--- config.mk ---
export PLATFORM = sky130hd
export DESIGN_NAME = ex_div_ctrl
export DESIGN_NICKNAME = d
export VERILOG_FILES = /design/src/rtl/ex_div_ctrl.sv
export SDC_FILE = /design/constraint.sdc
export NUM_CORES = 1
export LEC_CHECK = 0
export BUFFER_PORTS_ARGS = -buffer_cell sky130_fd_sc_hd__buf_2
export CAP_MARGIN = 20
export CORE_AREA = 2 2 139 141
export CTS_BUF_LIST = sky130_fd_sc_hd__clkbuf_8
export CTS_CLUSTER_DIAMETER = 50
export DETAILED_ROUTE_END_ITERATION = 8
export DIE_AREA = 0 0 141 143
export GPL_ROUTABILITY_DRIVEN = 0
export PLACE_DENSITY = 0.88
export SYNTH_ARGS = -nofsm -noshare
export SYNTH_HDL_FRONTEND = slang
export SYNTH_SLANG_ARGS = --single-unit
export TNS_END_PERCENT = 10
--- constraint.sdc ---
create_clock -name clk -period 4.74 [get_ports clk]
set_clock_uncertainty 0.05 [all_clocks]
set_input_delay 0.711 -clock clk [delete_from_list [all_inputs] [get_ports clk]]
set_output_delay 0.711 -clock clk [all_outputs]
set_load 0.1 [all_outputs]
--- src/rtl/ex_div_ctrl.sv ---
// Multi-cycle radix-2 restoring divide sequencer for DIV/DIVU beside the EX-stage ALU.
// Optional DIV_EARLY_EXIT_EN: zero-dividend shortcut plus leading-zero skip of the dividend.
module ex_div_ctrl #(
    parameter int DATA_W = 32,
    parameter int CNT_W  = 6
) (
    input  logic                  clk,
    input  logic                  rst,
    input  logic                  start_i,
    input  logic                  annul_i,
    input  logic                  signed_div_i,
    input  logic [DATA_W-1:0]     opdata1_i,
    input  logic [DATA_W-1:0]     opdata2_i,
    output logic [2*DATA_W-1:0]   result_o,
    output logic                  ready_o,
    output logic                  stallreq_o
);
    // Handshake: start_i is held by EX until ready_o; the result is valid only
    // while ready_o=1, and dropping start_i returns the block to IDLE next edge.
    typedef enum logic [1:0] {S_IDLE, S_ZERO, S_ON, S_END} state_t;

    localparam logic [CNT_W-1:0] LAST = CNT_W'(DATA_W);

    state_t              state, state_n;
    logic [CNT_W-1:0]    cnt, cnt_n;
    logic [DATA_W-1:0]   rem, rem_n, quo, quo_n, dvs, dvs_n;
    logic                neg_q, neg_q_n, neg_r, neg_r_n;
    logic                ready_n;
    logic [2*DATA_W-1:0] result_n;
    logic [DATA_W:0]     trial;
    logic [DATA_W-1:0]   mag1, mag2, rem_fix, quo_fix;
    logic                zero_path;

    // Magnitudes wrap at DATA_W bits, so -(min int) stays at the min-int pattern.
    assign mag1    = (signed_div_i && opdata1_i[DATA_W-1]) ? -opdata1_i : opdata1_i;
    assign mag2    = (signed_div_i && opdata2_i[DATA_W-1]) ? -opdata2_i : opdata2_i;
    assign trial   = {rem, quo[DATA_W-1]} - {1'b0, dvs};
    assign rem_fix = neg_r ? -rem : rem;
    assign quo_fix = neg_q ? -quo : quo;

`ifdef DIV_EARLY_EXIT_EN
    assign zero_path = (opdata2_i == '0) || (opdata1_i == '0);

    function automatic logic [CNT_W-1:0] lead_zeros(input logic [DATA_W-1:0] v);
        logic [CNT_W-1:0] n;
        logic             hit;
        n   = '0;
        hit = 1'b0;
        for (int i = DATA_W - 1; i >= 0; i--) begin
            if (v[i]) hit = 1'b1;
            else if (!hit) n = n + 1'b1;
        end
        return n;
    endfunction
`else
    assign zero_path = (opdata2_i == '0);
`endif

    assign stallreq_o = start_i & ~ready_o & ~annul_i;

    always_comb begin
        state_n  = state;
        cnt_n    = cnt;
        rem_n    = rem;
        quo_n    = quo;
        dvs_n    = dvs;
        neg_q_n  = neg_q;
        neg_r_n  = neg_r;
        ready_n  = ready_o;
        result_n = result_o;
        if (annul_i) begin
            state_n  = S_IDLE;
            cnt_n    = '0;
            ready_n  = 1'b0;
            result_n = '0;
        end else begin
            case (state)
                S_IDLE: begin
                    if (start_i) begin
                        if (zero_path) begin
                            state_n = S_ZERO;
                        end else begin
                            rem_n   = '0;
                            quo_n   = mag1;
                            dvs_n   = mag2;
                            neg_q_n = signed_div_i & (opdata1_i[DATA_W-1] ^ opdata2_i[DATA_W-1]);
                            neg_r_n = signed_div_i & opdata1_i[DATA_W-1];
                            cnt_n   = '0;
                            state_n = S_ON;
                        end
                    end
                end
                S_ZERO: begin
                    result_n = '0;
                    state_n  = S_END;
                end
                S_ON: begin
                    if (cnt == LAST) begin
                        result_n = {rem_fix, quo_fix};
                        ready_n  = 1'b1;
                        state_n  = S_END;
`ifdef DIV_EARLY_EXIT_EN
                    // Leading zero dividend bits only shift through with rem=0; skip them at once.
                    end else if (cnt == '0 && !quo[DATA_W-1]) begin
                        quo_n = quo << lead_zeros(quo);
                        cnt_n = lead_zeros(quo);
`endif
                    end else begin
                        if (!trial[DATA_W]) begin
                            rem_n = trial[DATA_W-1:0];
                            quo_n = {quo[DATA_W-2:0], 1'b1};
                        end else begin
                            rem_n = {rem[DATA_W-2:0], quo[DATA_W-1]};
                            quo_n = {quo[DATA_W-2:0], 1'b0};
                        end
                        cnt_n = cnt + 1'b1;
                    end
                end
                S_END: begin
                    if (start_i) begin
                        ready_n = 1'b1;
                    end else begin
                        state_n  = S_IDLE;
                        ready_n  = 1'b0;
                        result_n = '0;
                    end
                end
                default: state_n = S_IDLE;
            endcase
        end
    end

    always_ff @(posedge clk) begin
        if (!rst) begin
            state    <= S_IDLE;
            cnt      <= '0;
            rem      <= '0;
            quo      <= '0;
            dvs      <= '0;
            neg_q    <= 1'b0;
            neg_r    <= 1'b0;
            ready_o  <= 1'b0;
            result_o <= '0;
        end else begin
            state    <= state_n;
            cnt      <= cnt_n;
            rem      <= rem_n;
            quo      <= quo_n;
            dvs      <= dvs_n;
            neg_q    <= neg_q_n;
            neg_r    <= neg_r_n;
            ready_o  <= ready_n;
            result_o <= result_n;
        end
    end
endmodule
==> flow_metrics.py <==
metrics = {
    "worst_setup_path": {
        "cp_top_family": "compound AO/OA/AOI/OAI gates",
        "largest_fanout_on_the_critical_path": 33,
        "cp.arrival_ps": 3880,
        "start_kind": "flip-flop",
        "timing.critical_path.required_ps": 5080,
        "r2r.worst_path.cells": 13,
        "timing.critical_path.cells": "inv_1 > ha_1 > fa_1 > nand2b_1 > a21oi_1 > o21bai_1 > a31oi_1 > o21ai_1 > a31o_2 > xnor2_2 > buf_4 > nand2_1 > a32o_1",
        "crit_path_max_incr_delay_ps": 450,
        "critical_path_depth": 13,
        "critical_path.n_buffers_inverters": 2,
        "worst_setup_path_end_kind": "flip-flop",
        "critical_path_class": "flip-flop to flip-flop",
        "critical_path.slowest_cell": "sky130_fd_sc_hd__buf_4",
    },
    "detailed_routing": {
        "via_per_inst": 6.00,
        "postRouteWirelength_mm": 27.7,
        "route.vias.total": 10600,
        "antenna_violating_nets_left": 0,
        "wl_per_cell_um": 15.7,
        "drc": 0,
        "drt_iter0_drc": 1292,
        "drt-pass1-iter-count": 8,
    },
    "sta": {
        "timing_hold_violations_final": 0,
        "finalCritPeriodShare_pct": 74.8,
        "timing.hold.ws_ps": 402,
        "tns_ps": 0,
        "fmax_mhz": 282,
        "final-max-slew-violation-count": 0,
        "post-route-min-period_ps": 3550,
        "rsz0062_at_grt": "false",
        "finalSetupViolCount": 0,
        "tightestPinTransition_ps": 1010,
        "worst_slew_margin_rel_pct": 32.2,
    },
    "global_routing": {
        "gr_met2_demand_resource_pct": 42.2,
        "grt.met3_usage_pct": 5.53,
        "groute.layer.met1.usage_pct": 39.7,
        "grt_first_pass_wirelength_mm": 45.4,
        "grt_pass1_vias": 9105,
        "maximum_number_of_pins_on_one_net_before_global_route_repair": 75,
        "global_route.peak_usage_layer": "met2",
        "gr-total-overflow": 0,
        "antenna_found_initial": 0,
        "grt_usage_pct": 27.5,
    },
    "yosys": {
        "yosysSeqAreaShare_pct": 31.2,
        "synth.cell_area_um2": 11000,
        "synth_ff_type": "sky130_fd_sc_hd__dfxtp_1",
        "syn_inst": 1422,
        "post_syn_area_per_cell_um2": 7.72,
        "synthXorXnorAreaFrac_pct": 12.0,
        "yosys.cell_types.count": 62,
        "synth_enable_flop_cells": 0,
        "area_fraction_in_and_or_nand_and_nor_cells_after_synthesis_pct": 19.9,
        "complex_gate_fraction_of_the_synthesized_area_pct": 24.1,
        "synth_top_family_by_area": "compound AO/OA/AOI/OAI gates",
        "asyncSetResetFlopFracSynth_pct": 0,
        "synth.yosys.warnings": 0,
        "synth_nets": 1534,
        "synth.ff_latch_count": 171,
        "synth.area.mux_share_pct": 3.01,
        "yosys.area_share.adder_pct": 4.97,
    },
    "layout": {
        "multi_input_comb_area_um2": 7050,
        "regArea_um2": 3420,
        "areaGrowthSynthToFinish_pct": 11.5,
        "fillerInstances": 1468,
        "fraction_of_layout_cells_with_a_size_suffix_above_1_pct": 13.0,
        "num-nets-final": 1624,
        "num_antenna_cells": 0,
    },
    "clock_tree": {
        "ctsResizeCount": 0,
        "hold_bufs_inserted_after_cts": 0,
        "cts_setup_buffers": 0,
        "ctsHtreeMaxLevel": 4,
        "clock_tree.root_cell": "sky130_fd_sc_hd__clkbuf_8",
        "tritoncts.num_buffers": 17,
        "worst_setup_hold_path_clk_slew_ps": 90,
        "tritoncts_num_sinks": 171,
        "clock_path_buffers": 2,
        "cts_tree": "yes",
        "clock_latency_ps": 490,
    },
    "floorplanning": {
        "effective_utilization_at_floorplan_pct": 59.1,
        "dieHeight_um": 143,
        "pin_count": 135,
        "die_width_um": 141,
        "fp.dieArea_um2": 20200,
        "placeableCoreArea_um2": 18600,
        "floorplan.rows": 50,
    },
    "hold_path": {
        "min_path_type": "flip-flop to flip-flop",
        "min_delay_path_depth": 2,
    },
    "placed_design": {
        "dp.final_hpwl_mm": 20.3,
        "port_buffers": 134,
    },
    "power_and_ir_drop": {
        "power_density_nw_per_um2": 274,
        "vdd_ir_drop_max_uv": 202,
        "power_leakage_nw": 5.17,
    },
    "run": {
        "timing.max_cap.violations": 0,
    },
    "run_status": {
        "run_status": "completed",
    },
}
==> flip-flops by register name, indices dropped and copies added (netlist names) <==
register / count
dvs: 32
neg_r: 1
neg_q: 1
ready_o: 1
quo: 32
result_o: 64
rem: 32
cnt: 6
state: 2
==> metrics by stage <==
stage | worst slack [ps] | util [%] | cells | instance area [µm²] | power [mW]
global route | 985 | 65.9 | 1759 | 12200 | 3.50
global placement | 1250 | 63.3 | 1724 | 11800 | 2.24
detailed placement | 1180 | 63.3 | 1724 | 11800 | 2.26
finish | 1190 | 65.9 | 1759 | 12200 | 3.35
floorplan | 1120 | - | 1422 | 11000 | 2.07
CTS | 1230 | 65.5 | 1756 | 12200 | 3.33
==> logic make-up after synthesis <==
logic type	count (synthesis)
compound gates	405
xor+xnor	151
fa+ha+maj	43
buf+inv	139
flops	171
mux	33
simple gates	480
==> worst paths after layout <==
path                    start  slack [ps]           to
setup / recovery      quo[31]        1190       rem[0]
hold / removal    result_o[3]         400  result_o[3]
setup reg to reg      quo[31]        1190       rem[0]
hold reg to reg   result_o[3]         400  result_o[3]
==> synthesized netlist by cell type, types with 6 or more instances <==
library cell,n,area share (%)
sky130_fd_sc_hd__nand2_1,238,8.1
sky130_fd_sc_hd__dfxtp_1,171,31
sky130_fd_sc_hd__o21ai_0,127,5.8
sky130_fd_sc_hd__nor2_1,86,2.9
sky130_fd_sc_hd__xnor2_1,83,6.6
sky130_fd_sc_hd__a21oi_1,78,3.6
sky130_fd_sc_hd__clkbuf_1,75,2.6
sky130_fd_sc_hd__xor2_1,68,5.4
sky130_fd_sc_hd__inv_1,61,2.1
sky130_fd_sc_hd__ha_1,42,4.8
sky130_fd_sc_hd__nand3_1,34,1.5
sky130_fd_sc_hd__mux2i_1,33,3.0
sky130_fd_sc_hd__a21boi_0,31,2.1
sky130_fd_sc_hd__o211a_1,29,2.6
sky130_fd_sc_hd__a22oi_1,26,1.8
sky130_fd_sc_hd__o31ai_1,25,1.7
sky130_fd_sc_hd__nand2b_1,19,1.1
sky130_fd_sc_hd__nor3_1,18,0.82
sky130_fd_sc_hd__o41ai_1,17,1.4
sky130_fd_sc_hd__nor4_1,15,0.85
sky130_fd_sc_hd__or4_1,13,0.89
sky130_fd_sc_hd__a21o_1,12,0.82
sky130_fd_sc_hd__and2_1,12,0.68
sky130_fd_sc_hd__or3_1,10,0.57
sky130_fd_sc_hd__o21ai_1,9,0.41
sky130_fd_sc_hd__o21bai_1,8,0.55
sky130_fd_sc_hd__nand4_1,7,0.40
sky130_fd_sc_hd__nor2b_1,7,0.40
sky130_fd_sc_hd__o211ai_1,7,0.48
sky130_fd_sc_hd__and3_1,6,0.34
sky130_fd_sc_hd__o21a_1,6,0.41
==> where the power goes <==
part	switching [mW]	leakage (nW)	internal, mW	total, mW
Sequential	0.0488	1.39	1.48	1.53
Clock	0.562	0.207	0.536	1.10
Combinational	0.444	3.58	0.277	0.722
Total	1.06	5.17	2.30	3.35
==> layout by cell type, fill, tap and decap left out, types with 4 or more instances in the layout <==
| master | Yosys | routed |
|---|---|---|
| sky130_fd_sc_hd__nand2_1 | 238 | 238 |
| sky130_fd_sc_hd__dfxtp_1 | 171 | 171 |
| sky130_fd_sc_hd__buf_2 | 0 | 134 |
| sky130_fd_sc_hd__o21ai_0 | 127 | 127 |
| sky130_fd_sc_hd__nor2_1 | 86 | 85 |
| sky130_fd_sc_hd__xnor2_1 | 83 | 82 |
| sky130_fd_sc_hd__a21oi_1 | 78 | 78 |
| sky130_fd_sc_hd__xor2_1 | 68 | 68 |
| sky130_fd_sc_hd__inv_1 | 61 | 62 |
| sky130_fd_sc_hd__ha_1 | 42 | 41 |
| sky130_fd_sc_hd__nand3_1 | 34 | 34 |
| sky130_fd_sc_hd__mux2i_1 | 33 | 33 |
| sky130_fd_sc_hd__a21boi_0 | 31 | 31 |
| sky130_fd_sc_hd__o211a_1 | 29 | 29 |
| sky130_fd_sc_hd__a22oi_1 | 26 | 26 |
| sky130_fd_sc_hd__o31ai_1 | 25 | 25 |
| sky130_fd_sc_hd__nand2b_1 | 19 | 19 |
| sky130_fd_sc_hd__nor3_1 | 18 | 18 |
| sky130_fd_sc_hd__clkbuf_8 | 0 | 18 |
| sky130_fd_sc_hd__o41ai_1 | 17 | 17 |
| sky130_fd_sc_hd__nor4_1 | 15 | 14 |
| sky130_fd_sc_hd__or4_1 | 13 | 13 |
| sky130_fd_sc_hd__and2_1 | 12 | 12 |
| sky130_fd_sc_hd__a21o_1 | 12 | 12 |
| sky130_fd_sc_hd__buf_4 | 0 | 12 |
| sky130_fd_sc_hd__or3_1 | 10 | 10 |
| sky130_fd_sc_hd__o21ai_1 | 9 | 9 |
| sky130_fd_sc_hd__o21bai_1 | 8 | 8 |
| sky130_fd_sc_hd__nor2b_1 | 7 | 7 |
| sky130_fd_sc_hd__o211ai_1 | 7 | 7 |
| sky130_fd_sc_hd__nand4_1 | 7 | 7 |
| sky130_fd_sc_hd__o21a_1 | 6 | 6 |
| sky130_fd_sc_hd__and3_1 | 6 | 6 |
| sky130_fd_sc_hd__a31oi_1 | 4 | 4 |
==> per-layer routing <==
metal	up-vias	wire [µm]
met2	443	12100
met3	48	2280
met5	-	0
met4	0	477
met1	4895	12800
li1	5173	-
==> worst min-delay path, delay by kind of cell, from the launching register on <==
kind	cells	cell delay, ps
flip-flops	1	320
AO/OA/AOI/OAI	1	50
AND/OR/NAND/NOR	1	50
==> layout make-up <==
| type | count | share of cell area, % |
|---|---|---|
| Sequential cell | 171 | 27.9 |
| Clock inverter | 14 | 1.39 |
| Inverter | 61 | 1.87 |
| Multi-Input combinational cell | 1112 | 57.6 |
| Timing Repair Buffer | 149 | 6.78 |
| Tap cell | 234 | 2.39 |
| Clock buffer | 18 | 2.02 |
Power figures use the tool's default switching activity.
